### src/rtl/data_mem_arbiter_pkg.sv
// Shared types and defaults for the data-memory arbiter.
package data_mem_arbiter_pkg;

    localparam int DEF_WORD_LEN = 32;
    localparam int DEF_RD_LAT   = 1;

    // Transaction sequencer states.
    typedef enum logic [1:0] {
        ARB_IDLE  = 2'd0,
        ARB_ISSUE = 2'd1,
        ARB_WAIT  = 2'd2,
        ARB_RESP  = 2'd3
    } arb_state_t;

    // Requester identity; also the value held in last_gnt.
    typedef enum logic {
        OWN_P = 1'b0,
        OWN_D = 1'b1
    } owner_t;

endpackage

### src/rtl/data_mem_arbiter_rr.sv
// Combinational 2-way round-robin picker between the pipeline (P) and debug (D) ports.
module data_mem_arbiter_rr
    import data_mem_arbiter_pkg::*;
(
    input  logic   req_p,
    input  logic   req_d,
    input  owner_t last_gnt,
    output logic   gnt_valid,
    output owner_t gnt_id
);

    // A lone requester always wins; on a tie the port not served last wins.
    always_comb begin
        // NOTE: every output gets a default first so no path leaves it unassigned (no latch).
        gnt_valid = req_p | req_d;
        gnt_id    = OWN_P;
        if (req_p && req_d) begin
            gnt_id = (last_gnt == OWN_D) ? OWN_P : OWN_D;
        end else if (req_d) begin
            gnt_id = OWN_D;
        end
    end

endmodule

### src/rtl/data_mem_arbiter.sv
// Shares a single-ported data memory between the pipeline MEM stage (P) and a
// debug/loader port (D). Each access is a non-overlapping IDLE->ISSUE->(WAIT)->RESP
// transaction; the owner gets a one-cycle ACK and its RDATA register is updated on reads.
module data_mem_arbiter
    import data_mem_arbiter_pkg::*;
#(
    parameter int WORD_LEN = DEF_WORD_LEN,
    parameter int RD_LAT   = DEF_RD_LAT,
    parameter int CNT_W    = 4
) (
    input  logic                clk,
    input  logic                reset,

    input  logic                p_req,
    input  logic                p_we,
    input  logic [WORD_LEN-1:0] p_addr,
    input  logic [WORD_LEN-1:0] p_wdata,
    output logic                p_ack,
    output logic [WORD_LEN-1:0] p_rdata,
    output logic                pipe_stall,

    input  logic                d_req,
    input  logic                d_we,
    input  logic [WORD_LEN-1:0] d_addr,
    input  logic [WORD_LEN-1:0] d_wdata,
    output logic                d_ack,
    output logic [WORD_LEN-1:0] d_rdata,

    output logic                mem_read_en,
    output logic                mem_write_en,
    output logic [WORD_LEN-1:0] mem_address,
    output logic [WORD_LEN-1:0] mem_data_in,
    input  logic [WORD_LEN-1:0] mem_data_out
);

    localparam logic [CNT_W-1:0] CNT_LOAD = CNT_W'(RD_LAT - 1);

    arb_state_t          state, state_d;
    owner_t              owner, last_gnt, gnt_id;
    logic                gnt_valid;
    logic                accept, capture;
    logic                we_q;
    logic [WORD_LEN-1:0] addr_q, wdata_q;
    logic [CNT_W-1:0]    cnt;

    data_mem_arbiter_rr u_rr (
        .req_p     (p_req),
        .req_d     (d_req),
        .last_gnt  (last_gnt),
        .gnt_valid (gnt_valid),
        .gnt_id    (gnt_id)
    );

    // Next-state logic plus the accept/capture strobes used by the datapath.
    always_comb begin
        state_d = state;
        accept  = 1'b0;
        capture = 1'b0;
        unique case (state)
            ARB_IDLE: begin
                if (gnt_valid) begin
                    accept  = 1'b1;
                    state_d = ARB_ISSUE;
                end
            end
            ARB_ISSUE: state_d = we_q ? ARB_RESP : ARB_WAIT;
            ARB_WAIT: begin
                if (cnt == '0) begin
                    capture = 1'b1;
                    state_d = ARB_RESP;
                end
            end
            ARB_RESP: state_d = ARB_IDLE;
            default:  state_d = ARB_IDLE;
        endcase
    end

    // State register; reset aborts any transaction in flight without an ACK.
    always_ff @(posedge clk) begin
        // NOTE: state elements use non-blocking assignments so every flop samples pre-edge values.
        if (reset) begin
            state <= ARB_IDLE;
        end else begin
            state <= state_d;
        end
    end

    // Latch the winner's command and remember who was served for round-robin.
    always_ff @(posedge clk) begin
        // NOTE: the command registers are reset because they drive the memory address/data ports directly.
        if (reset) begin
            owner    <= OWN_P;
            last_gnt <= OWN_D;
            we_q     <= 1'b0;
            addr_q   <= '0;
            wdata_q  <= '0;
        end else if (accept) begin
            owner    <= gnt_id;
            last_gnt <= gnt_id;
            we_q     <= (gnt_id == OWN_D) ? d_we    : p_we;
            addr_q   <= (gnt_id == OWN_D) ? d_addr  : p_addr;
            wdata_q  <= (gnt_id == OWN_D) ? d_wdata : p_wdata;
        end
    end

    // Read-latency counter: loaded on a read issue, counts down through WAIT.
    always_ff @(posedge clk) begin
        if (reset) begin
            cnt <= '0;
        end else if (state == ARB_ISSUE && !we_q) begin
            cnt <= CNT_LOAD;
        end else if (state == ARB_WAIT && cnt != '0) begin
            cnt <= cnt - 1'b1;
        end
    end

    // Per-port read data, updated only when a read for that port completes.
    always_ff @(posedge clk) begin
        if (reset) begin
            p_rdata <= '0;
            d_rdata <= '0;
        end else if (capture) begin
            if (owner == OWN_D) begin
                d_rdata <= mem_data_out;
            end else begin
                p_rdata <= mem_data_out;
            end
        end
    end

    // Memory strobes exist only in ISSUE; address/data come straight from the latches.
    assign mem_write_en = (state == ARB_ISSUE) &&  we_q;
    assign mem_read_en  = (state == ARB_ISSUE) && !we_q;
    assign mem_address  = addr_q;
    assign mem_data_in  = wdata_q;

    assign p_ack      = (state == ARB_RESP) && (owner == OWN_P);
    assign d_ack      = (state == ARB_RESP) && (owner == OWN_D);
    assign pipe_stall = p_req & ~p_ack;

endmodule

### config.mk
export PLATFORM = sky130hd
export DESIGN_NAME = data_mem_arbiter
export DESIGN_NICKNAME = d
export VERILOG_FILES = /design/src/rtl/data_mem_arbiter_pkg.sv /design/src/rtl/data_mem_arbiter_rr.sv /design/src/rtl/data_mem_arbiter.sv
export SDC_FILE = /design/constraint.sdc
export NUM_CORES = 1
export LEC_CHECK = 0
export BUFFER_PORTS_ARGS = -buffer_cell sky130_fd_sc_hd__clkbuf_2
export CORE_MARGIN = 3
export CORE_UTILIZATION = 47
export CTS_BUF_LIST = sky130_fd_sc_hd__clkbuf_8
export CTS_CLUSTER_DIAMETER = 80
export CTS_CLUSTER_SIZE = 20
export DETAILED_ROUTE_END_ITERATION = 6
export GPL_TIMING_DRIVEN = 0
export PLACE_DENSITY_LB_ADDON = 0.15
export SETUP_SLACK_MARGIN = 0.3
export SLEW_MARGIN = 20
export SYNTH_ARGS = -nofsm -noshare
export SYNTH_HDL_FRONTEND = slang
export SYNTH_SLANG_ARGS = --single-unit
### constraint.sdc
create_clock -name clk -period 2 [get_ports clk]
set_clock_uncertainty 0.05 [all_clocks]
set_input_delay 0.1 -clock clk [delete_from_list [all_inputs] [get_ports clk]]
set_output_delay 0.1 -clock clk [all_outputs]
set_load 0.02 [all_outputs]
Word level (Yosys, flattened, before mapping)
Cells that the tools add are included.
W data, S select, Z words.

storage, ports and cells
  word-level logic and storage cells = 47
  register bits after elaboration = 137
  input bits = 166
  output and inout bits = 133

operators by class
  bitwise gates (word level) = 4
  $add $sub $neg = 1
  reduce and logical (&&, ||, !) cells = 14
  eq/ne operators = 5
  mux-type cells = 14

operators by type and width
  kind                   number
  $mux W32               2
  $mux W1                9
  $pmux W2 S4            1
  $logic_and A1 B1 Y1    6
  $reduce_and A2 Y1      3
  $eq A2 B2 Y1 const B   2
  $logic_not A4 Y1       1
  $mux W2                2
  $ne A2 B2 Y1 const B   2
  $reduce_bool A4 Y1     1
  $sub A4 B1 Y4 const B  1
  $eq A2 B1 Y1 const B   1
  $logic_not A2 Y1       1
  $not A1 Y1             2
  $reduce_or A2 Y1       1
  $and A1 B1 Y1          1
  $logic_not A1 Y1       1
  $or A1 B1 Y1           1

Longest topological paths before layout
Gate-level depths: netlist (run 1).

  word-level depth = 4
  gate-level depth with buffers = 8
  depth with buffers taken out = 5

Modules after synthesis
A second synthesis (run 1) with hierarchy kept.

unflattened totals
  cell total of the unflattened synthesis = 627
  area, all modules = 5881.9 um^2

by module, submodules not included
  module               times used  seq. area each (um^2)  area each (um^2)  cells an instance
  data_mem_arbiter     1           2742.6                 5868.1            625
  data_mem_arbiter_rr  1           0.0                    13.8              2

Least setup slack after synthesis (run 1)
OpenSTA, ideal clock, no wires.

  kind = reg-to-reg
  from = register state[0]
  to = register p_rdata[22]
  clock period less this slack = 1.645 ns
  stages on the path, launching flop included = 9
  data arrival time = 1.463 ns
  path buffers = 3
  required time = 1.818 ns
  slack = 0.355 ns
  setup time = 0.132 ns
  cells stage by stage = dfxtp_1 > inv_1 > ha_1 > buf_2 > and4bb_2 > buf_4 > buf_2 > nand3_1 > a21oi_1

between the ends
  cells in the longest elaborated chain, start to end = 3

RTL lines
  element                             line                     RTL
  start: declaration                  data_mem_arbiter.sv:38   arb_state_t state, state_d;
  start signal: assignment            data_mem_arbiter.sv:84   state <= state_d;
  $eq A2 B2 Y1                        data_mem_arbiter.sv:59   unique case (state)
  $mux W1                             data_mem_arbiter.sv:59
  $reduce_and A2 Y1 (no source line)  --
  end signal: assignment              data_mem_arbiter.sv:126  p_rdata <= mem_data_out;
  end: declaration                    data_mem_arbiter.sv:19   output logic [WORD_LEN-1:0] p_rdata,

Every way passes these cells.
A chain may end at the register's enable or synchronous reset.

Worst setup path in the final report (run 1)
  from = register state[0]
  to = register p_rdata[13]

The elaborated chain is that of the path after synthesis.

==> results of run 1 <==
==> placed cells by master, fill, tap and decap left out, types with 4 or more instances in the layout <==
| cell | synthesis | final |
|---|---|---|
| buf_2 | 15 | 8 |
| dfxtp_1 | 137 | 134 |
| o21ai_1 | 0 | 17 |
| buf_8 | 0 | 5 |
| dlygate4sd3_1 | 0 | 163 |
| buf_6 | 5 | 7 |
| clkbuf_1 | 39 | 23 |
| o21ai_0 | 130 | 112 |
| diode_2 | 0 | 4 |
| mux2i_1 | 68 | 68 |
| nand2_1 | 4 | 4 |
| a21oi_1 | 132 | 124 |
| clkbuf_16 | 0 | 5 |
| a21oi_2 | 0 | 8 |
| nand3_2 | 0 | 4 |
| inv_1 | 6 | 4 |
| nand3_1 | 67 | 63 |
| buf_4 | 5 | 12 |
| clkbuf_2 | 1 | 303 |
| clkbuf_4 | 0 | 7 |
| clkinv_2 | 0 | 5 |
| clkbuf_8 | 0 | 24 |
==> power groups by stage <==
stage,sequential (W),combinational (W),clock (W)
final,0.00377,0.00481,0.00210
after global routing,0.00381,0.00507,0.00221
after CTS,0.00365,0.00408,0.00208
after detailed placement,0.00368,0.00370,0
after global placement,0.00368,0.00365,0
after floorplan,0.00435,0.00167,0
==> state kept, by name (all words and copies together) (netlist names) <==
register     cells
cnt              4
last_gnt         1
mem_data_in     32
owner            1
we_q             1
state            2
mem_address     32
d_rdata         32
p_rdata         32
==> final timing paths <==
check,from,end,slack (ns),cells past startpoint
setup / recovery,state[0],p_rdata[13],0.32,8
setup reg to reg,state[0],p_rdata[13],0.32,8
hold / removal,p_req,last_gnt,0.04,3
hold reg to reg,d_rdata[7],d_rdata[7],0.43,2
==> cell type report <==
cell class              instances  share of cell area [%]
diodes                          4                  0.1024
plain buffers                  65                   4.597
clock buffers                  23                   3.240
clock inverters                 8                  0.4610
inverters                       7                  0.3201
multi-input cells             432                   27.71
flip-flops and latches        137                   28.16
well taps                     143                   1.831
repair buffers                470                   33.58
==> critical path: cells and delay by family, from the launching register on <==
kind	cells	cell delay, ns
buf+inv	4	0.50
fa+ha+maj	1	0.13
simple gates	2	0.39
compound gates	1	0.16
flops	1	0.38
==> what timing repair did <==
item,CTS,global route
gates cloned,0,5
hold endpoints to repair,130,0
pin swaps,0,7
buffers inserted,0,4
hold buffers,163,0
gates resized for setup,34,82
setup endpoints to repair,128,131
==> per-layer routing <==
layer,part of all wire [%],up-vias,routed length [um]
met5,0,-,0
li1,-,3302,-
met1,35,3412,9209
met3,8.7,185,2294
met2,49,575,12780
met4,7.6,0,1996
==> cells by family after synthesis <==
family,count (synthesis),synth area share [%]
AO/OA/AOI/OAI,270,24.29
flip-flops,137,48.18
AND/OR/NAND/NOR,87,8.022
buffers and inverters,72,6.088
multiplexers,68,11.96
adder cells (fa/ha/maj),6,1.319
XOR/XNOR,1,0.1539
==> stage by stage <==
| stage | hold slack (ns) | power [W] |
|---|---|---|
| after detailed placement | 0.3155 | 0.007378 |
| final | 0.04383 | 0.01069 |
| after floorplan | 0.1977 | 0.006026 |
| after global placement | 0.3073 | 0.007329 |
| after CTS | 0.02901 | 0.009807 |
| after global routing | 0.07962 | 0.01110 |
==> qor.yml, run 1 <==
layout:
  area_growth_syn_to_layout_pct: 71.63
  nFillCells: 675
  register_area_um2: 2751
  final_area_um2: 9771
  multi_input_area_um2: 2708
  drive_gt1_share_pct: 35.64
  post-route-util_pct: 84.13
  fin_nets: 1302
  final_cells: 1289
timing:
  layout_setup_ws_ns: 0.3153
  tns_ns: 0
  final-hold-violation-count: 0
  grt_setup_unrepaired: "true"
  slew_headroom_pct: 62.74
  max_freq_ghz: 0.5936
  finalSetupViolations: 0
  period_share_pct: 84.24
  drv_slew: 0
  post-route-min-period_ns: 1.685
  tightest_slew_ns: 0.5589
pwr:
  p_leak_nw: 4.379
  internal_power_w: 0.006238
  switching_power_w: 0.004447
  power_density_nw_per_um2: 1094
  switching_share_pct: 41.62
  comb_power_share_pct: 45.0
  max-vdd-ir-drop_uv: 741.9
  sequentialPowerShare_pct: 35.3
  clockPowerShare_pct: 19.7
synth:
  ys_seq_area_share_pct: 48.18
  synth_area_um2: 5693
  synthArstFlopShare_pct: 0
  synth.top_cell.area_share_pct: 48.18
  synth_seq_cells: 137
  synthesis.nets: 813
  syn_area_per_cell_um2: 8.881
  synthCells: 641
  synth-main-ff-cell: "dfxtp_1"
  synthTopCellsByArea: "dfxtp_1 48%, mux2i_1 12%, a21oi_1 12%"
  netlist-cell-type-count: 33
  synthTopCellsByCount: "137 x dfxtp_1, 132 x a21oi_1, 130 x o21ai_0, 68 x mux2i_1, 67 x nand3_1"
  yosysMostFrequentCell: "dfxtp_1"
  synth_largest_area_cell: "dfxtp_1"
  synth-edff-count: 0
  yosys_warnings: 0
job:
  max_cap_viol_count: 0
global_routing:
  antenna_found_initial: 2
  gr-usage-met3_pct: 9.347
  grt_max_degree: 17
  grt.busiest_layer: "met2"
  grt-ovfl-total: 0
  grt_pass1_wl_mm: 37.81
  use_met1_pct: 38.85
  grt_usage_pct: 36.28
  first_global_vias: 7418
  use_met2_pct: 61.49
placed_design:
  dpl_worst_slack_ns: 0.03666
  place_hpwl_mm: 13.54
  place_area_um2: 7363
  place_congestion: 0.8495
  place_inst: 1082
  io_buffers: 298
detailed_routing:
  drtIter0Drc: 788
  postRouteAntennaNets: 0
  drt-vias-per-instance: 5.798
  drcViolationCount: 0
  vias: 7474
  drt_wl_total_mm: 26.28
  drt_pre_antenna_iters: 5
  post_drt_wl_per_cell_um: 20.39
die:
  start_util_pct: 49.02
  core_region_area_um2: 11610
  fp-row-count: 39
  die-area_um2: 13470
  fp.dieW_um: 116.1
  die_y_um: 116.1
  ios: 299
clocking:
  clockBufferDepth: 2
  clkSlewWorstSetupHoldPaths_ns: 0.07
  clock_latency_ns: 0.45
  clkSinkCount: 137
  cts_tree: "built"
  h-tree-depth: 4
  cts_buffers: 17
  cts_root_buf: "clkbuf_8"
run_status:
  run_status: "finished, final reports clean"
setup_path:
  arrival_ns: 2.01
  start_kind: "flop"
  slowest_delay_ns: 0.38
  cp_common_cell: "buf_6"
  cp_max_fo: 10
  endpoint_kind: "flop"
  critical_path_class: "flop to flop"
  crit_chain: "inv_6 > ha_4 > buf_6 > and4bb_2 > buf_12 > buf_6 > nand3_1 > a21oi_1"
  worst_path_max_delay_cell: "dfxtp_4"
  worstPathRequired_ns: 2.32
hold_path:
  timing.hold.worst.class: "input pin to flop"
Note: power is estimated with default switching activity, not from simulation.
==> run 2, diff against run 1 <==
--- a/config.mk
+++ b/config.mk
@@ -5,9 +5,10 @@
 export SDC_FILE = /design/constraint.sdc
 export NUM_CORES = 1
 export LEC_CHECK = 0
+export ABC_AREA = 1
 export BUFFER_PORTS_ARGS = -buffer_cell sky130_fd_sc_hd__clkbuf_2
 export CORE_MARGIN = 3
-export CORE_UTILIZATION = 47
+export CORE_UTILIZATION = 43
 export CTS_BUF_LIST = sky130_fd_sc_hd__clkbuf_8
 export CTS_CLUSTER_DIAMETER = 80
 export CTS_CLUSTER_SIZE = 20
==> constraint.sdc (replaced) <==
create_clock -name clk -period 1.4 [get_ports clk]
set_clock_uncertainty 0.05 [all_clocks]
set_input_delay 0.07 -clock clk [delete_from_list [all_inputs] [get_ports clk]]
set_output_delay 0.07 -clock clk [all_outputs]
set_load 0.02 [all_outputs]
==> qor.yml, run 2 <==
synth:
  netlist-cell-type-count: 22  # -33%
  synthesis.nets: 1080  # +33%
  ys_seq_area_share_pct: 45.30  # -2.9 points
  synthArstFlopShare_pct: 0  # unchanged
  synthTopCellsByArea: "dfxtp_1 45%, nand2_1 17%, nor2_1 13%"
  synth-edff-count: 0  # unchanged
  yosysMostFrequentCell: "nand2_1"
  yosys_warnings: 0  # unchanged
  synth_seq_cells: 137  # unchanged
  synth-main-ff-cell: "dfxtp_1"
  synth.top_cell.area_share_pct: 45.30  # -2.9 points
  synth_largest_area_cell: "dfxtp_1"
  synth_area_um2: 6055  # +6.4%
  synthTopCellsByCount: "275 x nand2_1, 206 x nor2_1, 137 x dfxtp_1, 76 x inv_1, 70 x a21oi_1"
  syn_area_per_cell_um2: 6.668  # -25%
  synthCells: 908  # +42%
detailed_routing:
  drt_wl_total_mm: 43.36  # +65%
  drcViolationCount: 75  # +75
  drt-vias-per-instance: 6.187  # +6.7%
  post_drt_wl_per_cell_um: 26.29  # +29%
  drtIter0Drc: 1533  # +95%
  drt_pre_antenna_iters: 7  # +2
  vias: 10200  # +36%
  postRouteAntennaNets: 0  # unchanged
global_routing:
  antenna_found_initial: 4  # +2
  grt_pass1_wl_mm: 45.29  # +20%
  grt_max_degree: 17  # unchanged
  grt-ovfl-total: 0  # unchanged
  grt_usage_pct: 36.61  # +0.33 points
  first_global_vias: 8744  # +18%
clocking:
  clock_latency_ns: 0.48  # +0.03 ns
  clkSinkCount: 137  # unchanged
  cts_tree: "built"
  clkSlewWorstSetupHoldPaths_ns: 0.09  # +0.02 ns
  h-tree-depth: 4  # unchanged
  clockBufferDepth: 2  # unchanged
  cts_buffers: 17  # unchanged
  cts_root_buf: "clkbuf_8"
layout:
  area_growth_syn_to_layout_pct: 107.3
  nFillCells: 428  # -37%
  final_common_cell: "nand2_1"
  drive_gt1_share_pct: 49.39  # +14 points
  most-common-layout-cells: "218 x nand2_1, 201 x clkbuf_2, 183 x nor2_1"
  final_cells: 1649  # +28%
  fin_nets: 1630  # +25%
die:
  ios: 299  # unchanged
  die-area_um2: 15540  # +15%
  start_util_pct: 44.83  # -4.2 points
  fp-row-count: 42  # +7.7%
  die_y_um: 124.7  # +7.4%
  core_region_area_um2: 13510  # +16%
  fp.dieW_um: 124.7  # +7.4%
pwr:
  power_density_nw_per_um2: 1862  # +70%
  clockPowerShare_pct: 14.6  # -5.1 points
  comb_power_share_pct: 58.5  # +13 points
  p_leak_nw: 6.175  # +41%
  max-vdd-ir-drop_uv: 1203  # +62%
  switching_power_w: 0.01074  # +140%
  sequentialPowerShare_pct: 26.9  # -8.4 points
  switching_share_pct: 45.96  # +4.3 points
  internal_power_w: 0.01263  # +100%
placed_design:
  place_inst: 1382  # +28%
  place_hpwl_mm: 14.67  # +8.3%
  dpl_worst_slack_ns: -0.1243  # -0.1610 ns
  place_congestion: 0.8303  # -2.3%
  io_buffers: 298  # unchanged
setup_path:
  critical_path_class: "flop to flop"
  cp_max_fo: 10  # unchanged
  reg2reg_slack_ns: -0.79  # -1.10 ns
  endpoint_kind: "flop"
  arrival_ns: 2.46  # +0.45 ns
  start_kind: "flop"
  worstPathRequired_ns: 1.67  # -0.65 ns
job:
  max_cap_viol_count: 0  # unchanged
timing:
  final-hold-violation-count: 0  # unchanged
  grt_setup_unrepaired: "true"
  layout_setup_ws_ns: -0.7864  # -1.102 ns
  tns_ns: -26.79  # -26.79 ns
  finalSetupViolations: 133  # +133
  slew_headroom_pct: 37.36  # -25 points
  post-route-min-period_ns: 2.186  # +0.5017 ns
  tightest_slew_ns: 0.9396  # +0.3807 ns
  max_freq_ghz: 0.4574  # -23%
  period_share_pct: 156.2  # +72 points
  drv_slew: 0  # unchanged
run_status:
  run_status: "finished, violations left"
  violations: "design-rule violations, negative setup slack"
hold_path:
  timing.hold.worst.class: "input pin to flop"
run 2: cell types whose count changed in the layout (fill, tap and decap cells not counted), sizes merged, moves of 8 or more:
cell / change
a21oi: -62
buf: +141
clkbuf: -99
inv: +75
mux2i: -68
nand2: +273
nand3: -64
nand4: +8
nor2: +204
o21ai: -63
run 2: what timing repair did:
action,CTS,global route
endpoints found under the hold margin,134,0
buffers inserted,20,27
setup endpoints to repair,269,270
pin swaps,17,35
hold buffers,163,0
gates cloned,20,3
resized for setup,248,421
run 2: final timing paths:
| path | from | to | cells past startpoint |
|---|---|---|---|
| max reg2reg | last_gnt | mem_address[26] | 8 |
| min | d_req | owner | 5 |
| max | last_gnt | mem_address[26] | 8 |
| min reg2reg | cnt[0] | cnt[0] | 2 |
run 2: metal layers:
metal	share of wire, %	vias up	routed length [um]	GRT usage, %
li1	-	3906	-	-
met1	31	4559	13320	37.12
met5	0.64	-	278	0
met2	42	1177	18000	64.69
met4	12	18	5150	22.95
met3	15	542	6607	11.84
run 2: cells by family after synthesis:
group / share of synthesized area (%)
buffers and inverters: 10.35
AOI/OAI and AO/OA: 11.49
DFF: 45.30
adders and majority gates: 1.240
and+or+nand+nor: 31.62
run 2: critical path, cell delays in order (launching register included):
cell and delay, ns:
dfxtp_2 0.35, nand2_2 0.06, nand2_2 0.13, buf_6 0.22, buf_4 0.22, nand2_1 0.22
nand2_4 0.16, a21oi_2 0.05, nor2_1 0.55
run 2: power groups by stage:
stage	clock network, W	logic [W]	registers (W)
floorplan	0	0.00344	0.00684
global placement	0	0.00680	0.00562
detailed placement	0	0.00686	0.00564
CTS	0.00325	0.00968	0.00572
global route	0.00353	0.0140	0.00630
finish	0.00341	0.0137	0.00629
run 2: cell type report:
type                            instances  area (um^2)  area share [%]
Antenna cell                            3        7.507         0.05983
Buffer                                 55        558.0           4.447
Clock buffer                           18        247.7           1.974
Clock inverter                         13        128.9           1.027
Inverter                               79        309.0           2.463
Multi-Input combinational cell        641         3657           29.15
Sequential cell                       137         2869           22.86
Tap cell                              176        220.2           1.755
Timing Repair Buffer                  527         4551           36.26
run 2: through the flow:
stage	util, %	hold WS, ns	cell area, um^2	total power [W]
6_report	92.91	0.1103	12550	0.02337
5_1_grt	92.88	0.1112	12540	0.02383
4_1_cts	83.43	0.02133	11270	0.01866
3_5_place_dp	58.77	0.2508	7938	0.01250
3_3_place_gp	58.77	0.2368	7938	0.01242
2_1_floorplan	-	0.08907	6226	0.01028
==> run 3, diff against run 2 <==
--- a/config.mk
+++ b/config.mk
@@ -8,8 +8,7 @@
 export ABC_AREA = 1
 export BUFFER_PORTS_ARGS = -buffer_cell sky130_fd_sc_hd__clkbuf_2
 export CORE_MARGIN = 3
-export CORE_UTILIZATION = 43
-export CTS_BUF_LIST = sky130_fd_sc_hd__clkbuf_8
+export CORE_UTILIZATION = 42
 export CTS_CLUSTER_DIAMETER = 80
 export CTS_CLUSTER_SIZE = 20
 export DETAILED_ROUTE_END_ITERATION = 6
==> qor.yml, run 3 (synthesis results as in run 2) <==
run_status:
  run_status: "finished, violations left"
  violations: "negative setup slack"
detailed_routing:
  drtIter0Drc: 956  # -38%
  post_drt_wl_per_cell_um: 20.36  # -23%
  drcViolationCount: 0  # -100%
  drt-vias-per-instance: 5.538  # -10%
  postRouteAntennaNets: 0  # unchanged
  drt_wl_total_mm: 33.19  # -23%
  vias: 9027  # -12%
  drt_pre_antenna_iters: 5  # -2
setup_path:
  reg2reg_slack_ns: -0.29  # +0.50 ns
  r2r_cells: 9  # +1
  start_kind: "flop"
  r2r-start: "state[0]"
  cp_max_fo: 6  # -4
  r2r-end: "mem_data_in[4]"
  slowest_delay_ns: 0.36  # -0.19 ns
  critPathTopFamily: "buffers and inverters"
  worst_path_max_delay_cell: "dfxtp_4"
  critPathBufInv: 4  # +2
  worstPathRequired_ns: 1.65  # -0.02 ns
  crit_chain: "inv_4 > ha_4 > o21ai_4 > clkinv_4 > buf_12 > buf_8 > nand2_2 > a21oi_2 > nor2_2"
  critical_path_class: "flop to flop"
  endpoint_kind: "flop"
  arrival_ns: 1.94  # -0.52 ns
global_routing:
  antenna_found_initial: 4  # unchanged
  grt_pass1_wl_mm: 41.18  # -9.1%
  first_global_vias: 8273  # -5.4%
  grt-ovfl-total: 0  # unchanged
  grt_max_degree: 17  # unchanged
  grt_usage_pct: 32.06  # -4.6 points
timing:
  holdWs_ns: 0.1230  # +0.01266 ns
  finalSetupViolations: 129  # -3.0%
  final-hold-violation-count: 0  # unchanged
  drv_slew: 0  # unchanged
  tns_ns: -10.65  # +16.14 ns
  slew_headroom_pct: 40.90  # +3.5 points
  grt_setup_unrepaired: "true"
  period_share_pct: 120.7  # -36 points
  layout_setup_ws_ns: -0.2891  # +0.4973 ns
  post-route-min-period_ns: 1.689  # -0.4973 ns
  tightest_slew_ns: 0.8865  # -0.05311 ns
  max_freq_ghz: 0.5920  # +29%
die:
  die_y_um: 126.1  # +1.1%
  core_region_area_um2: 13990  # +3.6%
  start_util_pct: 43.28  # -1.5 points
  fp.dieW_um: 126.1  # +1.1%
  die-area_um2: 15890  # +2.3%
  fp-row-count: 43  # +2.4%
  ios: 299  # unchanged
job:
  max_cap_viol_count: 0  # unchanged
placed_design:
  place_hpwl_mm: 14.33  # -2.3%
  io_buffers: 298  # unchanged
  place_congestion: 0.8599  # +3.6%
clocking:
  clockBufferDepth: 2  # unchanged
  cts_buffers: 17  # unchanged
  cts_tree: "built"
  clkSinkCount: 137  # unchanged
  clkSlewWorstSetupHoldPaths_ns: 0.06  # -0.03 ns
  clock_latency_ns: 0.43  # -0.05 ns
  h-tree-depth: 4  # unchanged
  cts_root_buf: "clkbuf_16"
pwr:
  max-vdd-ir-drop_uv: 1397  # +16%
  power_density_nw_per_um2: 1813  # -2.6%
  p_leak_nw: 5.918  # -4.2%
layout:
  post-route-util_pct: 85.46  # -7.5 points
  most-common-layout-cells: "251 x clkbuf_2, 192 x nand2_1, 172 x nor2_1"
  drive_gt1_share_pct: 44.96  # -4.4 points
  fin_nets: 1609  # -1.3%
  area_growth_syn_to_layout_pct: 97.44
  final_common_cell: "clkbuf_2"
hold_path:
  hold_path_end: "owner"
  worstHoldStart: "p_req"
  holdPathStages: 5  # unchanged
  timing.hold.worst.class: "input pin to flop"
-- run 3: changes by cell type in the layout (fill, tap and decap cells not counted), sizes merged --
| cell | delta |
|---|---|
| bufinv | +1 |
| inv | -4 |
| buf | -54 |
| clkbuf | +36 |
| diode | -1 |
| clkinvlp | -3 |
| clkinv | +2 |
-- run 3: power breakdown --
part	switching (W)	internal [W]	total (W)
logic	0.00649	0.00464	0.0111
clock network	0.00175	0.00291	0.00466
registers	0.000873	0.00502	0.00589
-- run 3: layer usage --
| layer | vias to the layer above | track usage, % | routed length (um) | share of wire [%] |
|---|---|---|---|---|
| met3 | 308 | 9.500 | 3699 | 11 |
| li1 | 3867 | - | - | - |
| met2 | 782 | 56.15 | 15620 | 47 |
| met4 | 4 | 18.80 | 3049 | 9.2 |
| met1 | 4066 | 34.05 | 10790 | 33 |
| met5 | - | 0 | 24 | 0.072 |
-- run 3: metrics by stage --
step | std cells | cell area, um^2 | total power, W | worst slack [ns]
after floorplan | 908 | 6226 | 0.01028 | 0.09044
after global placement | 1386 | 7943 | 0.01243 | -0.1184
after detailed placement | 1386 | 7943 | 0.01250 | -0.1308
after CTS | 1597 | 10720 | 0.01860 | -0.06539
after global routing | 1630 | 11950 | 0.02246 | -0.3155
final | 1630 | 11950 | 0.02168 | -0.2891
-- run 3: worst max path at each step --
stage | endpoint | cells after the start | start
floorplan | mem_address[26] | 8 | state[1]
global placement | mem_address[20] | 9 | state[0]
detailed placement | mem_address[20] | 9 | state[0]
CTS | mem_write_en | 5 | state[1]
global route | mem_data_in[4] | 9 | state[0]
finish | mem_data_in[4] | 9 | state[0]
-- run 3: layout make-up --
cell class | instances | area, um^2
inverter | 79 | 309.0
timing repair buffer | 506 | 3885
multi-input combinational | 641 | 3617
clock buffer | 21 | 470.5
clock inverter | 9 | 122.6
fill | 697 | 2034
antenna | 2 | 5.005
sequential | 137 | 2770
tap | 180 | 225.2
buffer | 55 | 549.3
-- run 3: repair_timing --
item / 4_1_cts / 5_1_grt
buffers inserted: 7 / 18
endpoints found under the setup margin: 143 / 162
resized for setup: 105 / 323
gates cloned: 11 / 13
hold buffers: 163 / 0
hold endpoints to repair: 134 / 0
pin swaps: 5 / 46
-- run 3: worst min-delay path, cell delays in order --
cell	delay (ns)
clkbuf_2	0.16
o21ai_4	0.08
buf_4	0.14
nand2_1	0.06
a21oi_1	0.06
